**src/rtl/prim_ram_adapter_pkg.sv**
```systemverilog
// -----------------------------------------------------------------------------
// prim_ram_adapter_pkg
//
// Shared definitions for the single-port RAM request adapter and its response
// queue.
//   RAM_WIDTH_DEFAULT  default data width of the attached RAM
//   RSP_DEPTH_DEFAULT  default number of response queue entries
//   rsp_kind_e         kind of an outstanding request (read or write)
//   rsp_entry_t        layout of one response queue entry {rdata, write}
//   is_pow2()          helper used to describe legal queue depths
// -----------------------------------------------------------------------------
package prim_ram_adapter_pkg;

    localparam int unsigned RAM_WIDTH_DEFAULT = 32;
    localparam int unsigned RSP_DEPTH_DEFAULT = 2;

    typedef enum logic {
        RSP_READ  = 1'b0,
        RSP_WRITE = 1'b1
    } rsp_kind_e;

    // One response queue entry. The write flag sits in the LSB so that the
    // queue word is simply {rdata, write}; the top keeps the same layout when
    // Width differs from the default.
    typedef struct packed {
        logic [RAM_WIDTH_DEFAULT-1:0] rdata;
        logic                         write;
    } rsp_entry_t;

    function automatic bit is_pow2(input int unsigned value);
        return (value != 0) && ((value & (value - 1)) == 0);
    endfunction

endpackage : prim_ram_adapter_pkg

```
**src/rtl/prim_fifo_sync.sv**
```systemverilog
// -----------------------------------------------------------------------------
// prim_fifo_sync
//
// Small synchronous FIFO with a combinational head (first-word fall-through).
// The head entry stays stable while it is not popped. Storage is not reset;
// only pointers and the occupancy count are.
//
// Ports
//   clk_i     clock, all state on the rising edge
//   rst_ni    asynchronous active-low reset
//   wvalid_i  push request (ignored when full and not popping)
//   wdata_i   push data
//   rready_i  pop request (ignored when empty)
//   rvalid_o  queue not empty
//   rdata_o   head entry
//   count_o   number of stored entries, 0..Depth
// -----------------------------------------------------------------------------
module prim_fifo_sync #(
    parameter  int unsigned Width = 33,
    parameter  int unsigned Depth = 2,     // power of two, >= 2
    localparam int unsigned PtrW  = $clog2(Depth),
    localparam int unsigned CntW  = $clog2(Depth) + 1
) (
    input  logic             clk_i,
    input  logic             rst_ni,
    input  logic             wvalid_i,
    input  logic [Width-1:0] wdata_i,
    input  logic             rready_i,
    output logic             rvalid_o,
    output logic [Width-1:0] rdata_o,
    output logic [CntW-1:0]  count_o
);

    logic [PtrW-1:0]  wptr_reg;
    logic [PtrW-1:0]  wptr_next;
    logic [PtrW-1:0]  rptr_reg;
    logic [PtrW-1:0]  rptr_next;
    logic [CntW-1:0]  count_reg;
    logic [CntW-1:0]  count_next;
    logic             push_en;
    logic             pop_en;
    logic             empty;
    logic             full;
    logic [Width-1:0] storage_reg [Depth];

    assign empty   = (count_reg == '0);
    assign full    = (count_reg == CntW'(Depth));
    assign pop_en  = rready_i & ~empty;
    // A push into a full queue is only legal when the head leaves this cycle.
    assign push_en = wvalid_i & (~full | pop_en);

    // Pointers wrap naturally because Depth is a power of two.
    assign wptr_next  = push_en ? wptr_reg + 1'b1 : wptr_reg;
    assign rptr_next  = pop_en  ? rptr_reg + 1'b1 : rptr_reg;
    assign count_next = count_reg + CntW'(push_en) - CntW'(pop_en);

    always_ff @(posedge clk_i or negedge rst_ni) begin
        if (!rst_ni) begin
            wptr_reg  <= '0;
            rptr_reg  <= '0;
            count_reg <= '0;
        end else begin
            wptr_reg  <= wptr_next;
            rptr_reg  <= rptr_next;
            count_reg <= count_next;
        end
    end

    // One register bank per entry, written only when the write pointer
    // selects it. No reset: contents are only visible while count says so.
    for (genvar gi = 0; gi < Depth; gi++) begin : gen_entry
        always_ff @(posedge clk_i) begin
            if (push_en && (wptr_reg == PtrW'(gi))) begin
                storage_reg[gi] <= wdata_i;
            end
        end
    end

    assign rvalid_o = ~empty;
    assign rdata_o  = storage_reg[rptr_reg];
    assign count_o  = count_reg;

endmodule : prim_fifo_sync

```
**src/rtl/prim_ram_1p_req_adapter.sv**
```systemverilog
// -----------------------------------------------------------------------------
// prim_ram_1p_req_adapter
//
// Adapts a valid/ready request + response host interface onto a single-port
// RAM with a fixed read latency of one cycle. Every accepted request (read or
// write) produces exactly one response, returned in request order through a
// small response queue. Requests are only accepted when a queue slot is
// guaranteed for the resulting response, so the queue can never overflow and
// the RAM never needs to be stalled.
//
// Ports
//   clk_i, rst_ni          clock, asynchronous active-low reset
//   req_valid_i/ready_o    request handshake
//   req_write_i            1 = write, 0 = read
//   req_addr_i             word address (Aw bits)
//   req_wdata_i/wmask_i    write data and per-bit write enable
//   rsp_valid_o/ready_i    response handshake
//   rsp_rdata_o            read data (0 for write acks)
//   rsp_write_o            response is a write ack
//   mem_req_o .. wmask_o   RAM request port (pass-through of req_*)
//   mem_rvalid_i/rdata_i   RAM read return, one cycle after the read
//   idle_o                 nothing in flight and queue empty
//   protocol_err_o         sticky: RAM read return missing or unexpected
// -----------------------------------------------------------------------------
module prim_ram_1p_req_adapter
    import prim_ram_adapter_pkg::*;
#(
    parameter  int unsigned Width    = RAM_WIDTH_DEFAULT,
    parameter  int unsigned Depth    = 128,
    parameter  int unsigned RspDepth = RSP_DEPTH_DEFAULT,  // power of two, >= 2
    localparam int unsigned Aw       = $clog2(Depth)
) (
    input  logic             clk_i,
    input  logic             rst_ni,

    input  logic             req_valid_i,
    output logic             req_ready_o,
    input  logic             req_write_i,
    input  logic [Aw-1:0]    req_addr_i,
    input  logic [Width-1:0] req_wdata_i,
    input  logic [Width-1:0] req_wmask_i,

    output logic             rsp_valid_o,
    input  logic             rsp_ready_i,
    output logic [Width-1:0] rsp_rdata_o,
    output logic             rsp_write_o,

    output logic             mem_req_o,
    output logic             mem_write_o,
    output logic [Aw-1:0]    mem_addr_o,
    output logic [Width-1:0] mem_wdata_o,
    output logic [Width-1:0] mem_wmask_o,
    input  logic             mem_rvalid_i,
    input  logic [Width-1:0] mem_rdata_i,

    output logic             idle_o,
    output logic             protocol_err_o
);

    localparam int unsigned CntW   = $clog2(RspDepth) + 1;
    localparam int unsigned OccW   = CntW + 1;
    // Queue word is rsp_entry_t with rdata stretched to Width bits.
    localparam int unsigned EntryW = Width + $bits(rsp_entry_t) - RAM_WIDTH_DEFAULT;

    // ---------------------------------------------------------------------
    // Request side
    // ---------------------------------------------------------------------
    logic              accept;
    logic              pop;
    logic              push;
    logic [CntW-1:0]   rsp_count;
    logic [OccW-1:0]   occupancy;

    // Pending request: the one accepted last cycle whose response enters the
    // queue at the end of this cycle.
    logic              pending_valid_reg;
    logic              pending_valid_next;
    rsp_kind_e         pending_kind_reg;
    rsp_kind_e         pending_kind_next;
    logic              read_pending;

    logic              protocol_err_reg;
    logic              protocol_err_next;

    logic [Width-1:0]  push_rdata;
    logic [EntryW-1:0] push_entry;
    logic [EntryW-1:0] head_entry;
    logic              fifo_rvalid;

    // Slots already promised (stored + in flight), less the one leaving this
    // cycle. Counting the pop keeps full throughput with rsp_ready_i high.
    assign occupancy   = OccW'(rsp_count) + OccW'(pending_valid_reg) - OccW'(pop);
    assign req_ready_o = (occupancy < OccW'(RspDepth));
    assign accept      = req_valid_i & req_ready_o;

    // The RAM sees the request in the same cycle it is accepted.
    assign mem_req_o   = accept;
    assign mem_write_o = req_write_i;
    assign mem_addr_o  = req_addr_i;
    assign mem_wdata_o = req_wdata_i;
    assign mem_wmask_o = req_wmask_i;

    // ---------------------------------------------------------------------
    // Pending tracking and RAM return checking
    // ---------------------------------------------------------------------
    assign read_pending = pending_valid_reg & (pending_kind_reg == RSP_READ);

    always_comb begin
        pending_valid_next = accept;
        pending_kind_next  = pending_kind_reg;
        if (accept) begin
            pending_kind_next = req_write_i ? RSP_WRITE : RSP_READ;
        end
        // A return with no read outstanding, or a read with no return, is a
        // violation of the one-cycle read latency contract.
        protocol_err_next = protocol_err_reg | (mem_rvalid_i != read_pending);
    end

    always_ff @(posedge clk_i or negedge rst_ni) begin
        if (!rst_ni) begin
            pending_valid_reg <= 1'b0;
            pending_kind_reg  <= RSP_READ;
            protocol_err_reg  <= 1'b0;
        end else begin
            pending_valid_reg <= pending_valid_next;
            pending_kind_reg  <= pending_kind_next;
            protocol_err_reg  <= protocol_err_next;
        end
    end

    assign protocol_err_o = protocol_err_reg;

    // ---------------------------------------------------------------------
    // Response queue
    // ---------------------------------------------------------------------
    // Write acks carry zero data; a read whose return went missing also
    // pushes zero rather than whatever sits on mem_rdata_i.
    assign push       = pending_valid_reg;
    assign push_rdata = (read_pending && mem_rvalid_i) ? mem_rdata_i : '0;
    assign push_entry = {push_rdata, (pending_kind_reg == RSP_WRITE)};

    // Pop only when the queue holds an entry, so an empty queue never sees a
    // simultaneous push and pop (no bypass path).
    assign pop = fifo_rvalid & rsp_ready_i;

    prim_fifo_sync #(
        .Width (EntryW),
        .Depth (RspDepth)
    ) u_rsp_fifo (
        .clk_i    (clk_i),
        .rst_ni   (rst_ni),
        .wvalid_i (push),
        .wdata_i  (push_entry),
        .rready_i (pop),
        .rvalid_o (fifo_rvalid),
        .rdata_o  (head_entry),
        .count_o  (rsp_count)
    );

    assign rsp_valid_o = fifo_rvalid;
    assign rsp_rdata_o = head_entry[EntryW-1:1];
    assign rsp_write_o = head_entry[0];

    assign idle_o = ~pending_valid_reg & (rsp_count == '0);

endmodule : prim_ram_1p_req_adapter

```
**config.mk**
```make
export PLATFORM = sky130hd
export DESIGN_NAME = prim_ram_1p_req_adapter
export DESIGN_NICKNAME = d
export VERILOG_FILES = /design/src/rtl/prim_ram_adapter_pkg.sv /design/src/rtl/prim_fifo_sync.sv /design/src/rtl/prim_ram_1p_req_adapter.sv
export SDC_FILE = /design/constraint.sdc
export NUM_CORES = 1
export LEC_CHECK = 0
export BUFFER_PORTS_ARGS = -buffer_cell sky130_fd_sc_hd__clkbuf_2
export CAP_MARGIN = 5
export CORE_UTILIZATION = 46
export CTS_BUF_LIST = sky130_fd_sc_hd__clkbuf_8 sky130_fd_sc_hd__clkbuf_16
export DETAILED_ROUTE_END_ITERATION = 10
export PLACE_DENSITY = 0.89
export SYNTH_ARGS = -nofsm -noshare
export SYNTH_HDL_FRONTEND = slang
export SYNTH_SLANG_ARGS = --single-unit
```
**constraint.sdc**
```tcl
create_clock -name clk_i -period 3.8 [get_ports clk_i]
set_input_delay 0.19 -clock clk_i [delete_from_list [all_inputs] [get_ports clk_i]]
set_output_delay 0.19 -clock clk_i [all_outputs]
set_load 0.005 [all_outputs]
```
==> results.json <==
{
  "drtAntennaViolNets": 0,
  "peakVddDrop_mv": 0.2961,
  "cts_buffer_depth": 2,
  "synthesis.area_um2": 3521,
  "grt_max_degree": 34,
  "nNetsFinal": 367,
  "portBuffers": 76,
  "dieArea_um2": 8008,
  "synth_nets": 357,
  "grtUsageTotal_pct": 14.27,
  "fin_tns_setup_ns": 0,
  "cts_setup_buffers": 0,
  "htreeDepth": 3,
  "antenna_found_initial": 0,
  "path_cells": "or2_1 -> and2_1 -> ha_1 -> inv_1 -> nand2_1 -> fa_1 -> xnor2_1 -> and3_4 -> clkbuf_2",
  "cts_resized": 0,
  "clk_pin_slew_ns": 0.07,
  "drv_slew": 0,
  "grt_pass1_wl_mm": 8.017,
  "dr.pass1.iters": 4,
  "finalHoldViolCount": 0,
  "startpoint": "u_rsp_fifo.count_o[1]$_DFF_PN0_",
  "drv_cap": 0,
  "crit_type": "register to output pin",
  "vias": 1709,
  "cts_sinks": 73,
  "total_power_mw": 2.241,
  "worstSkewPairLatency_ns": 0.34,
  "die_h_um": 89.49,
  "first_iter_violations": 57,
  "rr_startpoint": "u_rsp_fifo.count_o[1]$_DFF_PN0_",
  "diodes": 0,
  "hold_ws_ns": 0.1109,
  "synth_top_area_share_pct": 56.29,
  "skew_ns": 0.01003,
  "place_congestion": 0.7478,
  "crit_fanout": 4,
  "crit_required_ns": 3.61,
  "coreArea_um2": 7331,
  "setup_viol": 0,
  "dp_hpwl_mm": 3.639,
  "synthCells": 243,
  "leakagePower_nw": 1.502,
  "powerDensity_nw_per_um2": 611.4,
  "period_share_pct": 74.29,
  "synth_warnings": 0,
  "via_per_inst": 4.787,
  "timing.final.crit_period_ns": 2.823,
  "drive_gt1_share_pct": 50.39,
  "critPathTopFamily": "simple AND/OR/NAND/NOR gates",
  "syn_avg_cell_area_um2": 14.49,
  "cts_root_buffer": "clkbuf_8",
  "wl_per_cell_um": 15.18,
  "rsz0062_at_grt": "false",
  "slew_headroom_pct": 34.77,
  "arrival_ns": 2.63,
  "areaGrowthSynthToFinish_pct": 4.087,
  "max_freq_mhz": 354.2,
  "ys_seq_elements": 73,
  "layout_common_cells": "clkbuf_2 (76), edfxtp_1 (66), and2_1 (34), mux2_2 (33), clkbuf_8 (9)",
  "cts_tree": "built",
  "holdBufCountCts": 1,
  "cts_made_buffers": 9,
  "row_count": 31,
  "initial_core_util_pct": 48.03,
  "worstMarginPinSlew_ns": 0.9761,
  "layout_commonest_cell": "clkbuf_2",
  "cp-start-kind": "register",
  "drc": 0,
  "end_kind": "output pin",
  "overflow": 0,
  "cp_slowest_stage_delay_ns": 0.44,
  "first_global_vias": 1755,
  "ys_types": 21,
  "largest_register_ff_count": 66,
  "yosys.area.top_type": "edfxtp_1",
  "ios": 219,
  "finalWirelength_mm": 5.419,
  "ff2ff_setup_slack_ns": 1.21,
  "min-delay-path-class": "input pin to register",
  "ys_seq_area_share_pct": 61.27,
  "path_buf_inv": 2,
  "status": "completed",
  "crit_slowest_cell": "dfrtp_1",
  "die_x_um": 89.49,
  "synthTopCellsByArea": "edfxtp_1 (56%), buf_4 (15%), mux2_2 (11%)",
  "min-delay-start": "req_write_i"
}
[synthesized netlist by cell type]
cell type	count
o31ai_4	1
xnor2_1	2
clkbuf_1	3
ha_1	4
inv_2	1
and2_1	35
mux2_2	33
nand2_1	1
or2_2	1
or2_1	1
nor2_1	2
nor2b_1	1
buf_2	4
dfrtp_1	7
edfxtp_1	66
and3_4	1
mux2_4	1
inv_1	4
fa_1	1
buf_4	72
xor2_1	2
[worst paths after layout]
kind                            depth (start not counted)                               to
worst max-delay path                                    9                        mem_req_o
worst min-delay path                                    2     pending_kind_reg$_DFFE_PN0P_
worst max register to register                          9     pending_kind_reg$_DFFE_PN0P_
worst min register to register                          1         protocol_err_o$_DFF_PN0_
max in group asynchronous                               2  u_rsp_fifo.wptr_reg$_DFFE_PN0P_
min in group asynchronous                               2      pending_valid_reg$_DFF_PN0_
[power breakdown]
group          switching [mW]  internal, mW  total [mW]
logic                   0.274         0.332       0.606
registers              0.0808         0.991        1.07
clock network           0.268         0.295       0.563
total                   0.623          1.62        2.24
[cell type report]
class / count / area, um2
Clock inverter: 7 / 61.31
Timing Repair Buffer: 78 / 397.9
Inverter: 5 / 18.77
Tap cell: 99 / 123.9
Clock buffer: 9 / 123.9
Fill cell: 637 / 3666
Multi-Input combinational cell: 86 / 782.0
Sequential cell: 73 / 2157
[stage by stage]
stage	setup slack [ns]	cell area [um2]	util (%)	cells
finish	0.9768	3665	49.99	357
CTS	0.9292	3665	49.99	357
global placement	1.341	3470	47.33	340
floorplan	1.342	3521	-	243
detailed placement	1.194	3470	47.33	340
global route	0.8256	3665	49.99	357
[layer usage]
| metal | track usage (%) | wire [um] | share of wire (%) | vias up |
|---|---|---|---|---|
| met4 | 9.957 | 181 | 3.3 | 0 |
| met2 | 24.77 | 2760 | 51 | 95 |
| li1 | - | - | - | 778 |
| met5 | 0 | 0 | 0 | - |
| met1 | 13.54 | 2014 | 37 | 809 |
| met3 | 6.187 | 462 | 8.5 | 27 |
[logic make-up (layout without fill, tap and decap cells)]
group           after synthesis  after routing  synth area share, %
compound gates                1              1               0.6041
simple gates                 42             42                7.392
flops                        73             73                61.27
xor+xnor                      4              4               0.9952
mux                          34             34                10.98
fa+ha+maj                     5              5                1.990
buf+inv                      84             99                16.77
Note: power is estimated with default switching activity, not from simulation.
